<file path="config.mk">
export PLATFORM = sky130hd
export DESIGN_NAME = seq_scan_ctrl
export DESIGN_NICKNAME = d
export VERILOG_FILES = /design/src/rtl/seq_scan_ctrl_pkg.sv /design/src/rtl/seq_scan_ctrl_match_core.sv /design/src/rtl/seq_scan_ctrl.sv
export SDC_FILE = /design/constraint.sdc
export NUM_CORES = 1
export LEC_CHECK = 0
export CORE_MARGIN = 2
export CORE_UTILIZATION = 47
export CTS_BUF_LIST = sky130_fd_sc_hd__clkbuf_16
export CTS_CLUSTER_SIZE = 40
export DETAILED_ROUTE_END_ITERATION = 8
export PLACE_DENSITY_LB_ADDON = 0.1
export SKIP_LAST_GASP = 1
export SLEW_MARGIN = 30
export SYNTH_ARGS = -nofsm -noshare
export SYNTH_HDL_FRONTEND = slang
export SYNTH_SLANG_ARGS = --single-unit
</file>
<file path="constraint.sdc">
create_clock -name clk -period 3.1 [get_ports clk]
set_input_delay 0.62 -clock clk [delete_from_list [all_inputs] [get_ports clk]]
set_output_delay 0.62 -clock clk [all_outputs]
set_load 0.02 [all_outputs]
</file>
<file path="src/rtl/seq_scan_ctrl_pkg.sv">
// Shared definitions for the programmable serial pattern scanner.
// Holds the controller state encoding and the width of the pattern-length
// field. Used by both seq_scan_ctrl and seq_match_core.
package seq_scan_ctrl_pkg;

  // Width of cfg_len. Four bits cover pattern lengths 1..15.
  localparam int CFG_LEN_W = 4;

  // The encoding is visible on the state output, so values are fixed.
  typedef enum logic [1:0] {
    S_IDLE = 2'd0,
    S_LOAD = 2'd1,
    S_RUN  = 2'd2,
    S_DONE = 2'd3
  } state_t;

endpackage

</file>
<file path="src/rtl/seq_scan_ctrl_match_core.sv">
// seq_match_core: history shift register, fill counter and pattern compare.
//
// Ports:
//   clk, rst     clock; asynchronous active-low reset
//   clear        zero history and fill (frame setup)
//   shift        accept bit_in this cycle
//   bit_in       serial data bit
//   cfg_pat      pattern; cfg_pat[cfg_len-1] is the oldest bit, cfg_pat[0] the newest
//   cfg_len      pattern length (1..PAT_W)
//   cfg_overlap  1 = overlapping matches, 0 = restart fill after each match
//   hit          combinational: the bit being shifted in completes a match
//
// hit is computed from the post-shift history and fill, so the parent can
// register it on the same edge that takes the bit in.
module seq_match_core
  import seq_scan_ctrl_pkg::*;
#(
  parameter int PAT_W = 8
) (
  input  logic                 clk,
  input  logic                 rst,
  input  logic                 clear,
  input  logic                 shift,
  input  logic                 bit_in,
  input  logic [PAT_W-1:0]     cfg_pat,
  input  logic [CFG_LEN_W-1:0] cfg_len,
  input  logic                 cfg_overlap,
  output logic                 hit
);

  localparam logic [CFG_LEN_W-1:0] FILL_MAX = CFG_LEN_W'(PAT_W);

  logic [PAT_W-1:0]     hist_q, hist_d;
  logic [PAT_W-1:0]     len_mask;
  logic [CFG_LEN_W-1:0] fill_q, fill_d;
  logic [CFG_LEN_W-1:0] fill_inc;

  // NOTE: every variable written here gets a value before any branch, so no
  // path leaves one unassigned and no latch is inferred.
  always_comb begin
    len_mask = '0;
    for (int i = 0; i < PAT_W; i++) begin
      len_mask[i] = (CFG_LEN_W'(i) < cfg_len);
    end

    hist_d   = hist_q;
    fill_d   = fill_q;
    hit      = 1'b0;
    fill_inc = (fill_q == FILL_MAX) ? fill_q : fill_q + 1'b1;

    if (clear) begin
      hist_d = '0;
      fill_d = '0;
    end else if (shift) begin
      // Shift form rather than a slice so PAT_W = 1 still elaborates.
      hist_d = (hist_q << 1) | PAT_W'(bit_in);
      // Pattern bits at or above cfg_len are masked out of the compare.
      hit    = (fill_inc >= cfg_len) && (((hist_d ^ cfg_pat) & len_mask) == '0);
      // Non-overlap: the next match must be built from entirely fresh bits.
      fill_d = (hit && !cfg_overlap) ? '0 : fill_inc;
    end
  end

  // NOTE: sequential state uses non-blocking assignments so every flop
  // samples the pre-edge values regardless of statement order.
  always_ff @(posedge clk or negedge rst) begin
    if (!rst) begin
      hist_q <= '0;
      fill_q <= '0;
    end else begin
      hist_q <= hist_d;
      fill_q <= fill_d;
    end
  end

endmodule

</file>
<file path="src/rtl/seq_scan_ctrl.sv">
// seq_scan_ctrl: host-configured serial pattern scanner over a bounded frame.
//
// Ports:
//   clk, rst     clock; asynchronous active-low reset
//   start        begin a scan (only acted on in IDLE)
//   cfg_pat      pattern, cfg_pat[cfg_len-1] received first
//   cfg_len      pattern length, 1..PAT_W
//   cfg_overlap  1 = overlapping matches
//   frame_len    number of valid bits to scan, > 0
//   in_valid/in  serial bit and qualifier (only consumed in RUN)
//   state        current FSM state (IDLE=0, LOAD=1, RUN=2, DONE=3)
//   busy         high in LOAD or RUN
//   match        one-cycle pulse, one cycle after the completing bit
//   match_cnt    saturating match count for the current/last frame
//   done         one-cycle pulse at end of frame (the DONE cycle)
//   cfg_err      one-cycle pulse after a rejected start
module seq_scan_ctrl
  import seq_scan_ctrl_pkg::*;
#(
  parameter int PAT_W = 8,
  parameter int CNT_W = 8,
  parameter int LEN_W = 16
) (
  input  logic                 clk,
  input  logic                 rst,
  input  logic                 start,
  input  logic [PAT_W-1:0]     cfg_pat,
  input  logic [CFG_LEN_W-1:0] cfg_len,
  input  logic                 cfg_overlap,
  input  logic [LEN_W-1:0]     frame_len,
  input  logic                 in_valid,
  input  logic                 in,
  output logic [1:0]           state,
  output logic                 busy,
  output logic                 match,
  output logic [CNT_W-1:0]     match_cnt,
  output logic                 done,
  output logic                 cfg_err
);

  localparam logic [CFG_LEN_W-1:0] MAX_LEN = CFG_LEN_W'(PAT_W);

  state_t               state_q, state_d;
  logic [PAT_W-1:0]     pat_q, pat_d;
  logic [CFG_LEN_W-1:0] len_q, len_d;
  logic                 ovl_q, ovl_d;
  logic [LEN_W-1:0]     frame_q, frame_d;
  logic [LEN_W-1:0]     bit_cnt_q, bit_cnt_d;
  logic [LEN_W-1:0]     bit_cnt_inc;
  logic [CNT_W-1:0]     match_cnt_q, match_cnt_d;
  logic                 match_q, match_d;
  logic                 done_q, done_d;
  logic                 cfg_err_q, cfg_err_d;
  logic                 cfg_bad;
  logic                 core_clear;
  logic                 core_shift;
  logic                 hit;

  assign core_clear = (state_q == S_LOAD);
  assign core_shift = (state_q == S_RUN) && in_valid;

  seq_match_core #(
    .PAT_W (PAT_W)
  ) u_core (
    .clk         (clk),
    .rst         (rst),
    .clear       (core_clear),
    .shift       (core_shift),
    .bit_in      (in),
    .cfg_pat     (pat_q),
    .cfg_len     (len_q),
    .cfg_overlap (ovl_q),
    .hit         (hit)
  );

  always_comb begin
    cfg_bad     = (cfg_len == '0) || (cfg_len > MAX_LEN) || (frame_len == '0);
    bit_cnt_inc = bit_cnt_q + 1'b1;

    state_d     = state_q;
    pat_d       = pat_q;
    len_d       = len_q;
    ovl_d       = ovl_q;
    frame_d     = frame_q;
    bit_cnt_d   = bit_cnt_q;
    match_cnt_d = match_cnt_q;
    match_d     = 1'b0;
    done_d      = 1'b0;
    cfg_err_d   = 1'b0;

    case (state_q)
      S_IDLE: begin
        if (start) begin
          if (cfg_bad) begin
            cfg_err_d = 1'b1;
          end else begin
            pat_d   = cfg_pat;
            len_d   = cfg_len;
            ovl_d   = cfg_overlap;
            frame_d = frame_len;
            state_d = S_LOAD;
          end
        end
      end
      S_LOAD: begin
        bit_cnt_d   = '0;
        match_cnt_d = '0;
        state_d     = S_RUN;
      end
      S_RUN: begin
        if (in_valid) begin
          bit_cnt_d = bit_cnt_inc;
          match_d   = hit;
          if (hit && (match_cnt_q != {CNT_W{1'b1}})) begin
            match_cnt_d = match_cnt_q + 1'b1;
          end
          // The last bit of the frame still reports its match alongside done.
          if (bit_cnt_inc == frame_q) begin
            state_d = S_DONE;
            done_d  = 1'b1;
          end
        end
      end
      S_DONE: begin
        state_d = S_IDLE;
      end
      default: begin
        state_d = S_IDLE;
      end
    endcase
  end

  always_ff @(posedge clk or negedge rst) begin
    if (!rst) begin
      state_q     <= S_IDLE;
      pat_q       <= '0;
      len_q       <= '0;
      ovl_q       <= 1'b0;
      frame_q     <= '0;
      bit_cnt_q   <= '0;
      match_cnt_q <= '0;
      match_q     <= 1'b0;
      done_q      <= 1'b0;
      cfg_err_q   <= 1'b0;
    end else begin
      state_q     <= state_d;
      pat_q       <= pat_d;
      len_q       <= len_d;
      ovl_q       <= ovl_d;
      frame_q     <= frame_d;
      bit_cnt_q   <= bit_cnt_d;
      match_cnt_q <= match_cnt_d;
      match_q     <= match_d;
      done_q      <= done_d;
      cfg_err_q   <= cfg_err_d;
    end
  end

  assign state     = state_q;
  assign busy      = (state_q == S_LOAD) || (state_q == S_RUN);
  assign match     = match_q;
  assign match_cnt = match_cnt_q;
  assign done      = done_q;
  assign cfg_err   = cfg_err_q;

endmodule

</file>
; ---- Yosys cells after proc, flatten, opt, wreduce, memory -nomap -nowiden
; Cells that the tools add are included.
[op_classes]
n_eq_ne = 11
n_mux = 26
n_reduce_logical = 18
add_sub_neg = 3
magnitude_cmp = 10
n_bitwise = 4
[op_table]
columns = cell, n
row1 = $pmux W16 S2, 1
row2 = $add A16 B1 Y16 const B, 1
row3 = $eq A16 B16 Y1, 1
row4 = $logic_not A16 Y1, 1
row5 = $lt A3 B4 Y1 const A, 4
row6 = $mux W16, 1
row7 = $mux W4, 4
row8 = $mux W8, 2
row9 = $pmux W8 S2, 1
row10 = $mux W7, 2
row11 = $mux W1, 10
row12 = $add A8 B1 Y8 const B, 1
row13 = $and A8 B8 Y8, 1
row14 = $logic_not A8 Y1, 1
row15 = $lt A1 B4 Y1 const A, 2
row16 = $lt A2 B4 Y1 const A, 2
row17 = $mux W2, 4
row18 = $ne A8 B8 Y1 const B, 1
row19 = $or A8 B1 Y8, 1
row20 = $pmux W2 S4, 1
row21 = $xor A8 B8 Y8, 1
row22 = $ne A2 B2 Y1 const B, 3
row23 = $reduce_and A3 Y1, 2
row24 = $add A4 B1 Y4 const B, 1
row25 = 15 further kinds, 23
[totals]
output_inout_bits = 14
reg_bits = 69
in_bits = 34
elab_cells = 84

; ---- Logic depth before layout (Yosys ltp)
; Gate-level depths: netlist of the first run.
[logic_depth]
word_depth = 11
depth_mapped = 14

; ---- By module
; Synthesis of the first run repeated with hierarchy kept, for this count alone.
[unflattened]
cells_unflattened = 379
hier_area_um2 = 3901.2
[by_module_without_submodules]
columns = module, area_per_inst_um2, seq_area_each_um2, instances, cells_per_inst
row1 = seq_scan_ctrl, 3084.2, 1451.4, 1, 289
row2 = seq_match_core, 817.0, 275.3, 1, 90

; ---- Worst setup path before layout of the first run
; No wires, ideal clock.
[synth_path]
path_type = reg-to-reg
from = reg u_core.fill_q[0]
to = reg u_core.fill_q[0]
arrival_time_ns = 2.430
period_less_slack_ns = 2.513
stages_incl_launch_ff = 15
required_time_ns = 3.017
n_path_buf = 1
path_slack_ns = 0.587
cell_sequence = dfrtp_1 -> inv_1 -> ha_1 -> nand2_1 -> nor2_1 -> xnor2_1 -> ha_1 -> nand2b_1 -> a21o_1 -> a21oi_1 -> nor2b_1 -> o211ai_1 -> clkbuf_1 -> o21ai_0 -> o21ai_0
[synth_via]
elab_chain_len = 8
[synth_lines]
columns = element, line_no
row1 = start: declaration, seq_scan_ctrl_match_core.sv:35  ; logic [CFG_LEN_W-1:0] fill_q, fill_d;
row2 = start signal: assignment, seq_scan_ctrl_match_core.sv:72  ; fill_q <= fill_d;
row3 = $add A4 B1 Y4 / $eq A4 B4 Y1 (equally long branches), seq_scan_ctrl_match_core.sv:49  ; fill_inc = (fill_q == FILL_MAX) ? fill_q : fill_q + 1'b1;
row4 = $mux W4 *, seq_scan_ctrl_match_core.sv:49
row5 = $ge A4 B4 Y1, seq_scan_ctrl_match_core.sv:58  ; hit = (fill_inc >= cfg_len) && (((hist_d ^ cfg_pat) & len_mask) == '0);
row6 = $logic_and A1 B1 Y1, seq_scan_ctrl_match_core.sv:58
row7 = $logic_and A1 B1 Y1, seq_scan_ctrl_match_core.sv:60  ; fill_d = (hit && !cfg_overlap) ? '0 : fill_inc;
row8 = $mux W4 *, seq_scan_ctrl_match_core.sv:60
row9 = $mux W4 *, seq_scan_ctrl_match_core.sv:54  ; end else if (shift) begin
row10 = $mux W4 *, seq_scan_ctrl_match_core.sv:51  ; if (clear) begin
; Every way passes the cells marked *; elsewhere a longest branch is shown, timed or not. The select of a mux whose other input is x is not followed.
; A chain may end at the register's enable or synchronous reset.

; ---- Worst setup path in the final report of the first run
[layout_path]
from = reg bit_cnt_q[0]
to = reg state_q[1], in the netlist state[1]
[layout_via]
elab_chain_len = 4
[layout_lines]
columns = element, line_no
row1 = start: declaration, seq_scan_ctrl.sv:48  ; logic [LEN_W-1:0] bit_cnt_q, bit_cnt_d;
row2 = start signal: assignment, seq_scan_ctrl.sv:151  ; bit_cnt_q <= bit_cnt_d;
row3 = $add A16 B1 Y16, seq_scan_ctrl.sv:78  ; bit_cnt_inc = bit_cnt_q + 1'b1;
row4 = $eq A16 B16 Y1, seq_scan_ctrl.sv:118  ; if (bit_cnt_inc == frame_q) begin
row5 = $ne A2 B1 Y1 (no line), --
row6 = $reduce_and A4 Y1 (no line), --
row7 = end signal: assignment, seq_scan_ctrl.sv:146  ; state_q <= state_d;
row8 = end: declaration, seq_scan_ctrl.sv:43  ; state_t state_q, state_d;
; No other way between the ends.

==> reports/qor.yml, run 1 <==
cts.path.max_buffers: 2
synth_top_area_cell: "dfrtp_1"
seqCellArea_mm2: 0.00173
drt-pass1-iter-count: 4
clockRootBuffer: "clkbuf_16"
routed_wl_mm: 8.35
max-slew-margin-rel_pct: 62.7
drtIter0Drc: 167
dpl.hpwl_mm: 5.95
ios: 48
sw_frac_of_total_pct: 34.4
synth_top_family_by_area: "simple AND/OR/NAND/NOR gates"
cp_max_fo: 8
drive_above_1_share_pct: 13.7
die_area_mm2: 0.00882
ant_nets: 0
drv_slew: 0
critPathLaunchType: "flop"
drc_errors: 0
finalSetupViolations: 0
worstPathArrival_ns: 2.84
grt.total_usage_pct: 20.7
ys_types: 48
vias: 3015
gp_congestion: 0.814
rows: 32
max_freq_mhz: 379
viasPerCell: 5.59
synthXorXnorAreaFrac_pct: 7.61
post_cts_buffers: 0
htree_levels: 3
final.min_clock_period_ns: 2.64
synth-seq-cells: 69
synth_nets: 427
status: "complete, no violations"
clk-insertion-delay-late_ns: 0.33
numCtsBuffers: 9
netlist_instances: 382
core_area_mm2: 0.00777
rsz0062_at_grt: "no"
p_sw_mw: 1.29
power_frac_seq_pct: 37.9
synth_adder_area_share_pct: 3.89
max-vdd-ir-drop_mv: 0.369
grt_pass1_wl_mm: 14.2
io_buffers: 47
synth_top_area_share_pct: 45.5
synth-edff-count: 0
maxCapViolations: 0
areaGrowthSynthToFinish_pct: 23.1
die-width_um: 93.9
cts_tree: "built"
start_util_pct: 48.9
power_mw: 3.75
die_h_um: 93.9
antenna_found_initial: 0
syn_area_mm2: 0.00380
worstSetupEndpointType: "flop"
pre_cts_slack_ns: 0.279
synth.area.top_cells: "dfrtp_1 (45%), mux2_2 (9.2%), xnor2_1 (5.3%)"
hold_viol_final: 0
synthArstFlopShare_pct: 100
worst_pin_slew_ns: 0.559
crit_slowest_cell: "dfrtp_1"
crit_type: "flop to flop"
multiInputGateArea_mm2: 0.00195
syn_area_per_cell_um2: 9.94
postCtsHoldBufs: 0
cts.sinks: 69
clock_power_share_pct: 26.2
n_fill_cell: 675
worstPathRequired_ns: 3.30
nets: 477
synthMuxAreaShare_pct: 10.0
power_frac_comb_pct: 35.9
slowest_delay_ns: 0.49
yosys_most_used_dff: "dfrtp_1"
fin_setup_tns_ns: 0
synth_compound_area_share_pct: 13.2
yosysSeqAreaShare_pct: 45.5
cellPowerDensity_mw_per_mm2: 803
cts_resized: 0
path_clk_slew_ns: 0.06
grt_pass1_vias: 2845
n_antenna_cell: 0
min_path_type: "primary input to asynchronous set/reset pin"
min_period_over_period_pct: 85.2
synth-simple-area-share_pct: 16.7
internal_power_mw: 2.46
final.setup.worst_slack_ns: 0.460
yosys_warnings: 0
globalRouteOverflowTotal: 0
grt_max_degree: 30
cpMostUsedCell: "and3_4"
leakagePower_nw: 1.98
wl_per_cell_um: 15.5
crit_chain: "ha_1 -> and3_4 -> and3_4 -> xnor2_1 -> nor4b_2 -> nand4_1 -> o32ai_2 -> mux2_1"
finClkSkew_ns: 0.00969
final_util_pct: 60.2
==> layer usage <==
layer	global-route usage (%)	up-vias	part of all wire [%]
met5	0	-	0
met4	5.19	0	0.85
met3	4.01	5	5.0
met2	31.6	68	47
met1	30.2	1473	48
li1	-	1469	-
==> synthesized netlist by cell type, types with 5 or more instances <==
| cell | count |
|---|---|
| a21oi_1 | 19 |
| and3_1 | 5 |
| buf_2 | 6 |
| clkbuf_1 | 8 |
| dfrtp_1 | 69 |
| ha_1 | 11 |
| inv_1 | 12 |
| mux2_2 | 31 |
| nand2_1 | 38 |
| nand3_1 | 10 |
| nand4_1 | 9 |
| nor2_1 | 20 |
| nor2b_1 | 5 |
| nor3_1 | 6 |
| nor4_1 | 5 |
| o21ai_0 | 36 |
| o31ai_1 | 6 |
| or3_1 | 6 |
| xnor2_1 | 23 |
| xor2_1 | 10 |
==> final cells by class <==
class | count | share of cell area (%)
clock buffer | 9 | 4.82
inverter | 12 | 0.964
timing repair buffer | 55 | 11.5
tap | 102 | 2.73
multi-input combinational | 285 | 41.8
clock inverter | 7 | 1.28
sequential | 69 | 36.9
==> cell usage in the layout (no fill, tap or decap), types with 9 or more instances in the layout <==
| cell type | n |
|---|---|
| clkdlybuf4s50_1 | 46 |
| mux2_2 | 31 |
| clkbuf_16 | 9 |
| a21oi_1 | 19 |
| nor2_1 | 20 |
| dfrtp_1 | 69 |
| ha_1 | 11 |
| xor2_1 | 10 |
| nand3_1 | 10 |
| inv_1 | 15 |
| xnor2_1 | 23 |
| o21ai_0 | 36 |
| nand4_1 | 9 |
| nand2_1 | 38 |
==> final timing paths <==
kind	from	to	slack [ns]	cells after the start
max in group asynchronous	rst	frame_q[10]$_DFFE_PN0P_	2.05	2
worst min register to register	bit_cnt_q[15]$_DFFE_PN0P_	bit_cnt_q[15]$_DFFE_PN0P_	0.52	1
worst min-delay path	rst	frame_q[3]$_DFFE_PN0P_	0.28	1
worst max register to register	bit_cnt_q[0]$_DFFE_PN0P_	state[1]$_DFFE_PN0P_	0.46	8
worst max-delay path	bit_cnt_q[0]$_DFFE_PN0P_	state[1]$_DFFE_PN0P_	0.46	8
min in group clk	bit_cnt_q[15]$_DFFE_PN0P_	bit_cnt_q[15]$_DFFE_PN0P_	0.52	1
==> cells by family after synthesis <==
group                    count (synthesis)
XOR/XNOR                                33
buffers and inverters                   28
AO/OA/AOI/OAI                           84
flip-flops                              69
AND/OR/NAND/NOR                        122
adder cells (fa/ha/maj)                 12
multiplexers                            34
==> sequential cells by signal (all words and copies together), names as in the netlist <==
register / cells
bit_cnt_q: 16
match: 1
pat_q: 8
u_core.hist_q: 7
state: 2
match_cnt: 8
u_core.fill_q: 4
cfg_err: 1
frame_q: 16
ovl_q: 1
done: 1
len_q: 4
==> worst max-delay path: cells and delay by family, from the launching register on <==
family,cells,cell delay (ns)
fa+ha+maj,1,0.32
compound gates,1,0.33
xor+xnor,1,0.10
flops,1,0.49
mux,1,0.35
simple gates,4,0.93
==> power by group through the flow <==
stage	Clock [mW]	Combinational (mW)	Sequential (mW)
final	0.982	1.35	1.42
after global routing	1.05	1.49	1.46
after CTS	0.999	1.36	1.42
after detailed placement	0	1.35	1.44
after global placement	0	1.31	1.42
after floorplan	0	0.978	1.38
==> per-stage QoR <==
step	cell area (um2)	cells	hold WS (ns)
floorplan	3800	382	0.324
CTS	4670	539	0.298
finish	4670	539	0.280
global route	4670	539	0.328
detailed placement	4390	523	0.512
global placement	4390	523	0.494
No activity file was read; power rests on OpenSTA's default activity.
==> inputs of run 2 (changes only) <==
--- a/config.mk
+++ b/config.mk
@@ -8,9 +8,11 @@
 export CORE_MARGIN = 2
 export CORE_UTILIZATION = 47
 export CTS_BUF_LIST = sky130_fd_sc_hd__clkbuf_16
+export CTS_CLUSTER_DIAMETER = 80
 export CTS_CLUSTER_SIZE = 40
 export DETAILED_ROUTE_END_ITERATION = 8
 export PLACE_DENSITY_LB_ADDON = 0.1
+export SKIP_CTS_REPAIR_TIMING = 1
 export SKIP_LAST_GASP = 1
 export SLEW_MARGIN = 30
 export SYNTH_ARGS = -nofsm -noshare
==> results of run 2 <==
Same layout as run 1: the final DEF is identical, and so are final timing and power.
